`src/rtl/cache_mem_arbiter.sv`:
```
`default_nettype none
// ============================================================================
// Module   : cache_mem_arbiter
// Purpose  : N-port arbiter between the L1 caches and a single L2/memory
//            port. One L1 request is granted at a time (round-robin or fixed
//            priority). The winner's request is latched for the whole L2
//            transaction, and the L2 completion is returned to that port only.
// Ports    : clk, reset_n      - clock, asynchronous active-high reset
//            req_*             - per-port L1 requests (packed, port i at slice i)
//            rsp_resp          - one-cycle completion pulse to the granted port
//            rsp_rdata         - registered read line (held between reads)
//            mem_*             - L2 request/response interface
//            busy, grant_id    - arbiter activity and latched winner index
// Revision : 1.0 - initial release
// ============================================================================
module cache_mem_arbiter #(
  parameter int NUM_PORTS = 2,
  parameter int LINE_W    = 256,
  parameter int ADDR_W    = 32,
  parameter int BE_W      = LINE_W / 8,
  parameter int PRIO_MODE = 0,
  localparam int c_id_w   = (NUM_PORTS > 1) ? $clog2(NUM_PORTS) : 1
) (
  input  logic                        clk,
  input  logic                        reset_n,
  input  logic [NUM_PORTS-1:0]        req_read,
  input  logic [NUM_PORTS-1:0]        req_write,
  input  logic [NUM_PORTS*ADDR_W-1:0] req_addr,
  input  logic [NUM_PORTS*LINE_W-1:0] req_wdata,
  input  logic [NUM_PORTS*BE_W-1:0]   req_byte_en,
  output logic [NUM_PORTS-1:0]        rsp_resp,
  output logic [LINE_W-1:0]           rsp_rdata,
  output logic                        mem_read,
  output logic                        mem_write,
  output logic [ADDR_W-1:0]           mem_addr,
  output logic [LINE_W-1:0]           mem_wdata,
  output logic [BE_W-1:0]             mem_byte_en,
  input  logic                        mem_resp,
  input  logic [LINE_W-1:0]           mem_rdata,
  output logic                        busy,
  output logic [c_id_w-1:0]           grant_id
);

  typedef enum logic [1:0] {
    IDLE    = 2'd0,
    ISSUE   = 2'd1,
    RESPOND = 2'd2
  } state_t;

  state_t               r_state;
  logic [c_id_w-1:0]    r_ptr;
  logic [c_id_w-1:0]    r_grant_id;
  logic [ADDR_W-1:0]    r_addr;
  logic [LINE_W-1:0]    r_wdata;
  logic [BE_W-1:0]      r_be;
  logic                 r_mem_read;
  logic                 r_mem_write;
  logic [NUM_PORTS-1:0] r_rsp;
  logic [LINE_W-1:0]    r_rdata;

  logic [NUM_PORTS-1:0] w_req;
  logic                 w_found;
  logic [c_id_w-1:0]    w_win;
  logic [ADDR_W-1:0]    w_sel_addr;
  logic [LINE_W-1:0]    w_sel_wdata;
  logic [BE_W-1:0]      w_sel_be;
  logic                 w_sel_wr;
  logic [NUM_PORTS-1:0] w_grant_oh;

  // Winner selection. The first pass looks at indices at or above the
  // round-robin pointer (or every index in fixed-priority mode); the second
  // pass supplies the wrap-around to the lowest requesting index.
  always_comb begin
    w_req   = req_read | req_write;
    w_found = 1'b0;
    w_win   = '0;
    for (int i = 0; i < NUM_PORTS; i++) begin
      if (!w_found && w_req[i] && ((PRIO_MODE != 0) || (c_id_w'(i) >= r_ptr))) begin
        w_found = 1'b1;
        w_win   = c_id_w'(i);
      end
    end
    for (int i = 0; i < NUM_PORTS; i++) begin
      if (!w_found && w_req[i]) begin
        w_found = 1'b1;
        w_win   = c_id_w'(i);
      end
    end
  end

  // Request fields of the selected port. A port raising both read and write
  // is treated as a write.
  always_comb begin
    w_sel_addr  = '0;
    w_sel_wdata = '0;
    w_sel_be    = '0;
    w_sel_wr    = 1'b0;
    for (int i = 0; i < NUM_PORTS; i++) begin
      if (w_win == c_id_w'(i)) begin
        w_sel_addr  = req_addr[i*ADDR_W +: ADDR_W];
        w_sel_wdata = req_wdata[i*LINE_W +: LINE_W];
        w_sel_be    = req_byte_en[i*BE_W +: BE_W];
        w_sel_wr    = req_write[i];
      end
    end
  end

  always_comb begin
    w_grant_oh = '0;
    for (int i = 0; i < NUM_PORTS; i++) begin
      w_grant_oh[i] = (r_grant_id == c_id_w'(i));
    end
  end

  always_ff @(posedge clk or posedge reset_n) begin
    if (reset_n) begin
      r_state     <= IDLE;
      r_ptr       <= '0;
      r_grant_id  <= '0;
      r_addr      <= '0;
      r_wdata     <= '0;
      r_be        <= '0;
      r_mem_read  <= 1'b0;
      r_mem_write <= 1'b0;
      r_rsp       <= '0;
      r_rdata     <= '0;
    end else begin
      case (r_state)
        IDLE: begin
          if (w_found) begin
            r_grant_id  <= w_win;
            r_addr      <= w_sel_addr;
            r_wdata     <= w_sel_wdata;
            r_be        <= w_sel_be;
            r_mem_read  <= ~w_sel_wr;
            r_mem_write <= w_sel_wr;
            r_state     <= ISSUE;
          end
        end
        ISSUE: begin
          // Requests are not looked at here: the latched transaction runs
          // to completion regardless of what the requestor does meanwhile.
          if (mem_resp) begin
            if (r_mem_read) begin
              r_rdata <= mem_rdata;
            end
            r_mem_read  <= 1'b0;
            r_mem_write <= 1'b0;
            r_rsp       <= w_grant_oh;
            r_state     <= RESPOND;
          end
        end
        RESPOND: begin
          r_rsp   <= '0;
          r_ptr   <= (r_grant_id == c_id_w'(NUM_PORTS - 1)) ? '0
                                                            : r_grant_id + c_id_w'(1);
          r_state <= IDLE;
        end
        default: begin
          r_state <= IDLE;
        end
      endcase
    end
  end

  assign rsp_resp    = r_rsp;
  assign rsp_rdata   = r_rdata;
  assign mem_read    = r_mem_read;
  assign mem_write   = r_mem_write;
  assign mem_addr    = r_addr;
  assign mem_wdata   = r_wdata;
  assign mem_byte_en = r_be;
  assign busy        = (r_state != IDLE);
  assign grant_id    = r_grant_id;

endmodule
`default_nettype wire

```
`config.mk`:
```
export PLATFORM = sky130hd
export DESIGN_NAME = cache_mem_arbiter
export DESIGN_NICKNAME = d
export VERILOG_FILES = /design/src/rtl/cache_mem_arbiter.sv
export SDC_FILE = /design/constraint.sdc
export NUM_CORES = 1
export LEC_CHECK = 0
export CAP_MARGIN = 25
export CELL_PAD_IN_SITES_DETAIL_PLACEMENT = 1
export CELL_PAD_IN_SITES_GLOBAL_PLACEMENT = 1
export CORE_AREA = 2 2 578 580
export DETAILED_ROUTE_END_ITERATION = 10
export DIE_AREA = 0 0 580 582
export DONT_BUFFER_PORTS = 1
export PLACE_DENSITY = 0.3
export SETUP_SLACK_MARGIN = 0.4
export SYNTH_ARGS = -nofsm -noshare
export SYNTH_HDL_FRONTEND = slang
export SYNTH_SLANG_ARGS = --single-unit
```
`constraint.sdc`:
```
create_clock -name clk -period 22.6 [get_ports clk]
set_clock_uncertainty 0.05 [all_clocks]
set_input_delay 3.39 -clock clk [delete_from_list [all_inputs] [get_ports clk]]
set_output_delay 3.39 -clock clk [all_outputs]
set_load 0.005 [all_outputs]
```
# [Yosys cells after proc, flatten, opt, wreduce, memory -nomap -nowiden]
# Cells that the tools add are included.
[word_totals] out_inout_bits=582 ram_bits=0 elab_cells=59 input_bits=903 regBits=584 n_memories=0 rom_bits=0 latchBits=0
[classes] eq_ne=4 n_mul=0 n_reduce_logical=17 bitwise=3 muxes=22 n_div=0 addsub=1 shift=0 order_cmp=2
[op_table] cell="256-bit 2-to-1 mux" n=1
[op_table] cell="32-bit 2-to-1 mux" n=2
[op_table] cell="1-bit 2-to-1 mux" n=12
[op_table] cell="2-bit case mux with 2 select lines" n=2
[op_table] cell="2-bit 2-to-1 mux" n=3
[op_table] cell="2-bit AND reduction" n=3
[op_table] cell="3-bit AND reduction" n=2
[op_table] cell="2-bit nonzero test" n=3
[op_table] cell="1-bit logical AND" n=5
[op_table] cell="2-bit != test (second input constant)" n=2
[op_table] cell="1-bit case mux with 2 select lines" n=2
[op_table] cell="1-bit zero test" n=3
[op_table] cell="2-bit by 1-bit == test with 1-bit output (second input constant)" n=1
[op_table] cell="2-bit == test (second input constant)" n=1
[op_table] cell="1-bit >= comparator (first input constant)" n=2
[op_table] cell="2-bit zero test" n=1
[op_table] cell="1-bit NOT" n=2
[op_table] cell="2-bit OR" n=1
[op_table] cell="1-bit adder (second input constant)" n=1

# [Longest topological paths before layout]
[depth] ltp_word=17 depth_mapped=7 mapped_depth_nobuf=4

# [Worst setup path after synthesis]
# No wires, ideal clock.
[synth_timing] path_kind="input -> register" startpoint="input req_read[1]" endpoint="register r_addr[0] (netlist: mem_addr[0])" setup_ps=141 path_slack_ps=17880 required_ps=22409 cell_stages=6 n_path_buf=3 t_arrival_ps=4529 cell_sequence="or4_1 > clkbuf_1 > buf_2 > buf_2 > a21oi_1 > a31oi_1"
[synth_between] elab_chain_cells=11 word_cells_on_any_way=15 classes_between="mux (7); bitwise (1); reduce/logical (7)"
[synth_lines] item="start, declared" line="26" text="input logic [NUM_PORTS-1:0] req_read,"
[synth_lines] item="2-bit OR *" line="74" text="w_req = req_read | req_write;"
[synth_lines] item="1-bit logical AND (2 in series)" line="78" text="if (!w_found && w_req[i] && ((PRIO_MODE != 0) || (c_id_w'(i) >= r_ptr))) begin"
[synth_lines] item="1-bit 2-to-1 mux" line="78"
[synth_lines] item="1-bit zero test" line="84" text="if (!w_found && w_req[i]) begin"
[synth_lines] item="1-bit logical AND" line="84"
[synth_lines] item="1-bit 2-to-1 mux" line="84"
[synth_lines] item="1-bit zero test" line="84"
[synth_lines] item="1-bit logical AND" line="84"
[synth_lines] item="1-bit 2-to-1 mux" line="84"
[synth_lines] item="32-bit 2-to-1 mux or 2-bit AND reduction (tied branches)"
[synth_lines] item="end signal, assigned" line="132" text="r_addr <= w_sel_addr;"
[synth_lines] item="end, declared" line="53" text="logic [ADDR_W-1:0] r_addr;"
# Every way passes the cells marked *; elsewhere a longest branch is shown, timed or not.
# A chain may end at the register's enable or synchronous reset.

# [Final worst setup path]
[layout_timing] startpoint="input req_write[0]" endpoint="register r_wdata[65] (netlist: mem_wdata[65])"
[layout_between] elab_chain_cells=14 word_cells_on_any_way=18 classes_between="mux (8); bitwise (1); reduce/logical (9)"
[layout_lines] item="start, declared" line="27" text="input logic [NUM_PORTS-1:0] req_write,"
[layout_lines] item="2-bit OR *" line="74"
[layout_lines] item="1-bit logical AND" line="78"
[layout_lines] item="1-bit 2-to-1 mux" line="78"
[layout_lines] item="1-bit zero test" line="78"
[layout_lines] item="1-bit logical AND (2 in series)" line="78"
[layout_lines] item="1-bit 2-to-1 mux" line="78"
[layout_lines] item="1-bit zero test" line="84"
[layout_lines] item="1-bit logical AND" line="84"
[layout_lines] item="1-bit 2-to-1 mux" line="84"
[layout_lines] item="1-bit zero test" line="84"
[layout_lines] item="1-bit logical AND" line="84"
[layout_lines] item="1-bit 2-to-1 mux" line="84"
[layout_lines] item="256-bit 2-to-1 mux or 2-bit AND reduction (tied branches)"
[layout_lines] item="end signal, assigned" line="133" text="r_wdata <= w_sel_wdata;"
[layout_lines] item="end, declared" line="54" text="logic [LINE_W-1:0] r_wdata;"
# Marks and branches as above.

==> flow_metrics.py <==
metrics = {
    "layout": {
        "instances_no_fill": 6845,
        "layout-drive-gt1-share": 0.189,
        "nets": 3205,
        "fillCellCount": 38800,
        "final-seq-area_um2": 14600,
        "area_growth_pct": 30.5,
        "multi_input_area_um2": 9940,
        "final_area_um2": 33600,
    },
    "floorplanning": {
        "die_area_um2": 338000,
        "start_util": 0.0775,
        "core_um2": 332000,
        "fp.dieH_um": 582,
        "die_w_um": 580,
        "rows": 212,
        "pin_count": 1485,
    },
    "drt": {
        "viasPerCell": 3.33,
        "first_pass_iters": 5,
        "dr.max_layer_used": "met5",
        "wirelength_mm": 245,
        "drc": 0,
        "met2_length_mm": 123,
        "dr_total_vias": 22800,
        "wire_per_inst_um": 35.7,
        "wl_met1_mm": 82.1,
        "drt_iter0_drc": 1469,
        "wl_met3_mm": 30.3,
        "drtAntennaViolNets": 0,
    },
    "worst_setup_path": {
        "ff2ff_path_depth": 8,
        "crit_path_end": "mem_wdata[65]$_DFFE_PP0P_",
        "cp_num_cells": 7,
        "cp_top_family": "buffers and inverters",
        "critPathCaptureType": "register",
        "worstPathArrival_ns": 7.28,
        "cpPeakStageDelay_ns": 0.83,
        "cpMostUsedCell": "buf_4",
        "crit_buf_inv": 4,
        "reg2reg_slack_ns": 17.02,
        "r2r_start": "r_state[0]$_DFFE_PP0P_",
        "slowest_stage": "buf_4",
        "crit_path_cell_trace": "nor4_1, nor2_4, buf_4, buf_4, buf_4, buf_4, a31oi_1",
        "start_kind": "input port",
        "worstSetupPathType": "in2reg",
        "path_max_fanout": 79,
        "r2r_end": "mem_wdata[65]$_DFFE_PP0P_",
        "crit_required_ns": 23.17,
        "startpoint": "req_write[0]",
    },
    "clock_network": {
        "clk_pin_slew_worst_paths_ns": 0.06,
        "clk_latency_ns": 0.74,
        "cts_hold_buffers": 0,
        "clockBufferDepth": 4,
        "clkSinkCount": 584,
        "cts_tree": "yes",
        "root_buffer": "clkbuf_16",
        "htree_levels": 3,
        "cts_buffers": 88,
        "ctsResizeCount": 0,
        "cts_setup_buffers": 0,
    },
    "grt": {
        "grt_pass1_wl_mm": 302,
        "grt_pass1_vias": 22900,
        "grtUsageTotal": 0.139,
        "antenna_found_initial": 249,
        "grt_max_degree": 143,
        "grt.overflow.total": 0,
    },
    "timing": {
        "rsz0062_at_grt": "no",
        "maxSlewHeadroom": 0.238,
        "report.final.slew_viol_count": 0,
        "tns_ns": 0,
        "finalCriticalPeriod_ns": 6.72,
        "finalCritPeriodShare": 0.297,
        "setup_violations": 0,
        "max_clock_freq_mhz": 149,
        "finalHoldViolCount": 0,
        "worstMarginPinSlew_ns": 1.14,
    },
    "pwr": {
        "cellPowerDensity_nw_per_um2": 162,
        "p_leak_nw": 11.4,
        "ir_worst_vdd_mv": 0.0588,
    },
    "yosys": {
        "yosys_warnings": 0,
        "syn_inst": 2435,
        "synth_edf_count": 0,
        "synth_seq_cells": 584,
        "yosys.cell_types.count": 31,
        "syn_area_um2": 25700,
        "synthFlopType": "dfrtp_1",
        "synth_nets": 3338,
        "synth.avg_cell_area_um2": 10.6,
        "yosysSeqAreaShare": 0.568,
        "postSynth.asyncResetShare": 1.00,
    },
    "placement": {
        "place_inst": 6596,
        "port_buffers": 0,
        "place.detailed.hpwl_mm": 201,
        "placed_area_um2": 30500,
        "gp_congestion": 0.864,
    },
    "flow_run": {
        "max_cap_viol_count": 0,
    },
    "min_path": {
        "hp-class": "reg2reg",
    },
    "outcome": {
        "outcome": "finished, final reports clean",
    },
}
-- cells in the final DEF, fill, tap and decap left out, types with 2 or more instances in the layout --
| cell | count |
|---|---|
| dfrtp_1 | 584 |
| o21ai_0 | 323 |
| nand3_1 | 321 |
| a21oi_1 | 320 |
| a31oi_1 | 320 |
| mux2_2 | 257 |
| diode_2 | 93 |
| clkbuf_16 | 88 |
| buf_4 | 47 |
| clkbuf_1 | 27 |
| clkbuf_8 | 14 |
| clkinvlp_4 | 8 |
| clkinv_2 | 7 |
| inv_1 | 5 |
| bufinv_16 | 4 |
| buf_16 | 4 |
| nor2_4 | 3 |
| o21a_1 | 2 |
| o22ai_1 | 2 |
| nand2b_1 | 2 |
| nand2_1 | 2 |
| nand3b_1 | 2 |
| inv_6 | 2 |
| buf_12 | 2 |
-- registers in the layout, summed over array words and instances (netlist names) --
register     cells
mem_byte_en     32
r_ptr            1
rsp_rdata      256
mem_wdata      256
r_state          2
grant_id         1
mem_read         1
mem_write        1
mem_addr        32
rsp_resp         2
-- per-stage QoR --
step	power (mW)	setup WS [ns]	hold WS, ns	util
floorplan	2.93	2.82	0.440	-
global placement	4.14	15.15	0.469	0.0918
detailed placement	4.16	15.12	0.477	0.0919
CTS	5.62	16.02	0.490	0.100
global route	5.74	15.79	0.506	0.101
finish	5.45	15.88	0.488	0.101
-- how the worst min path moves through the flow --
stage,start,depth (start not counted),to,slack [ns]
6_report,rsp_rdata[108]$_DFFE_PP0P_,1,rsp_rdata[108]$_DFFE_PP0P_,0.49
5_1_grt,rsp_rdata[130]$_DFFE_PP0P_,1,rsp_rdata[130]$_DFFE_PP0P_,0.51
4_1_cts,rsp_rdata[108]$_DFFE_PP0P_,1,rsp_rdata[108]$_DFFE_PP0P_,0.49
3_5_place_dp,rsp_rdata[108]$_DFFE_PP0P_,1,rsp_rdata[108]$_DFFE_PP0P_,0.48
3_3_place_gp,rsp_rdata[108]$_DFFE_PP0P_,1,rsp_rdata[108]$_DFFE_PP0P_,0.47
2_1_floorplan,r_ptr$_DFFE_PP0P_,2,r_ptr$_DFFE_PP0P_,0.44
-- cells in the mapped netlist (2+ instances only) --
library cell,count,share of area
nand3_1,321,0.062
nand3b_1,2,0.00058
buf_2,53,0.010
mux2_2,257,0.11
nand2b_1,2,0.00049
buf_4,24,0.0070
buf_1,13,0.0019
a31oi_1,320,0.078
a21oi_1,320,0.062
o21a_1,2,0.00058
inv_1,6,0.00088
o21ai_0,323,0.063
nor2_1,2,0.00029
clkbuf_1,187,0.027
o22ai_1,2,0.00049
dfrtp_1,584,0.57
nand2_1,3,0.00044
-- cell type report --
type | instances | area share
clock buffer | 129 | 0.0743
multi-input combinational | 1568 | 0.296
sequential | 584 | 0.435
timing repair buffer | 54 | 0.0151
antenna | 93 | 0.00693
clock inverter | 24 | 0.00827
inverter | 6 | 0.000894
tap | 4387 | 0.163
-- metal layers --
| layer | track usage | vias to the layer above |
|---|---|---|
| met5 | 0 | - |
| met4 | 0.0392 | 184 |
| met3 | 0.0783 | 541 |
| met2 | 0.247 | 1448 |
| met1 | 0.137 | 11700 |
| li1 | - | 8912 |
-- power by group --
group | switching, mW | internal [mW] | leakage [nW]
combinational | 0.861 | 0.529 | 3.33
clock | 0.589 | 0.810 | 1.33
sequential | 1.08 | 1.58 | 6.75
total | 2.53 | 2.92 | 11.4
-- cells by family after synthesis --
| kind of cell | count (synthesis) | synth area share |
|---|---|---|
| AOI/OAI and AO/OA | 974 | 0.206 |
| and+or+nand+nor | 337 | 0.0661 |
| buffers and inverters | 283 | 0.0474 |
| muxes | 257 | 0.112 |
| DFF | 584 | 0.568 |
-- worst register-to-register path, stage by stage, from the launching register on --
cell	delay, ns
dfrtp_1	0.50
nor2_4	0.70
inv_1	0.34
nor2_4	0.41
buf_4	0.80
buf_4	0.81
buf_4	0.59
buf_4	0.88
a31oi_1	0.36
No activity file was read; power rests on OpenSTA's default activity.
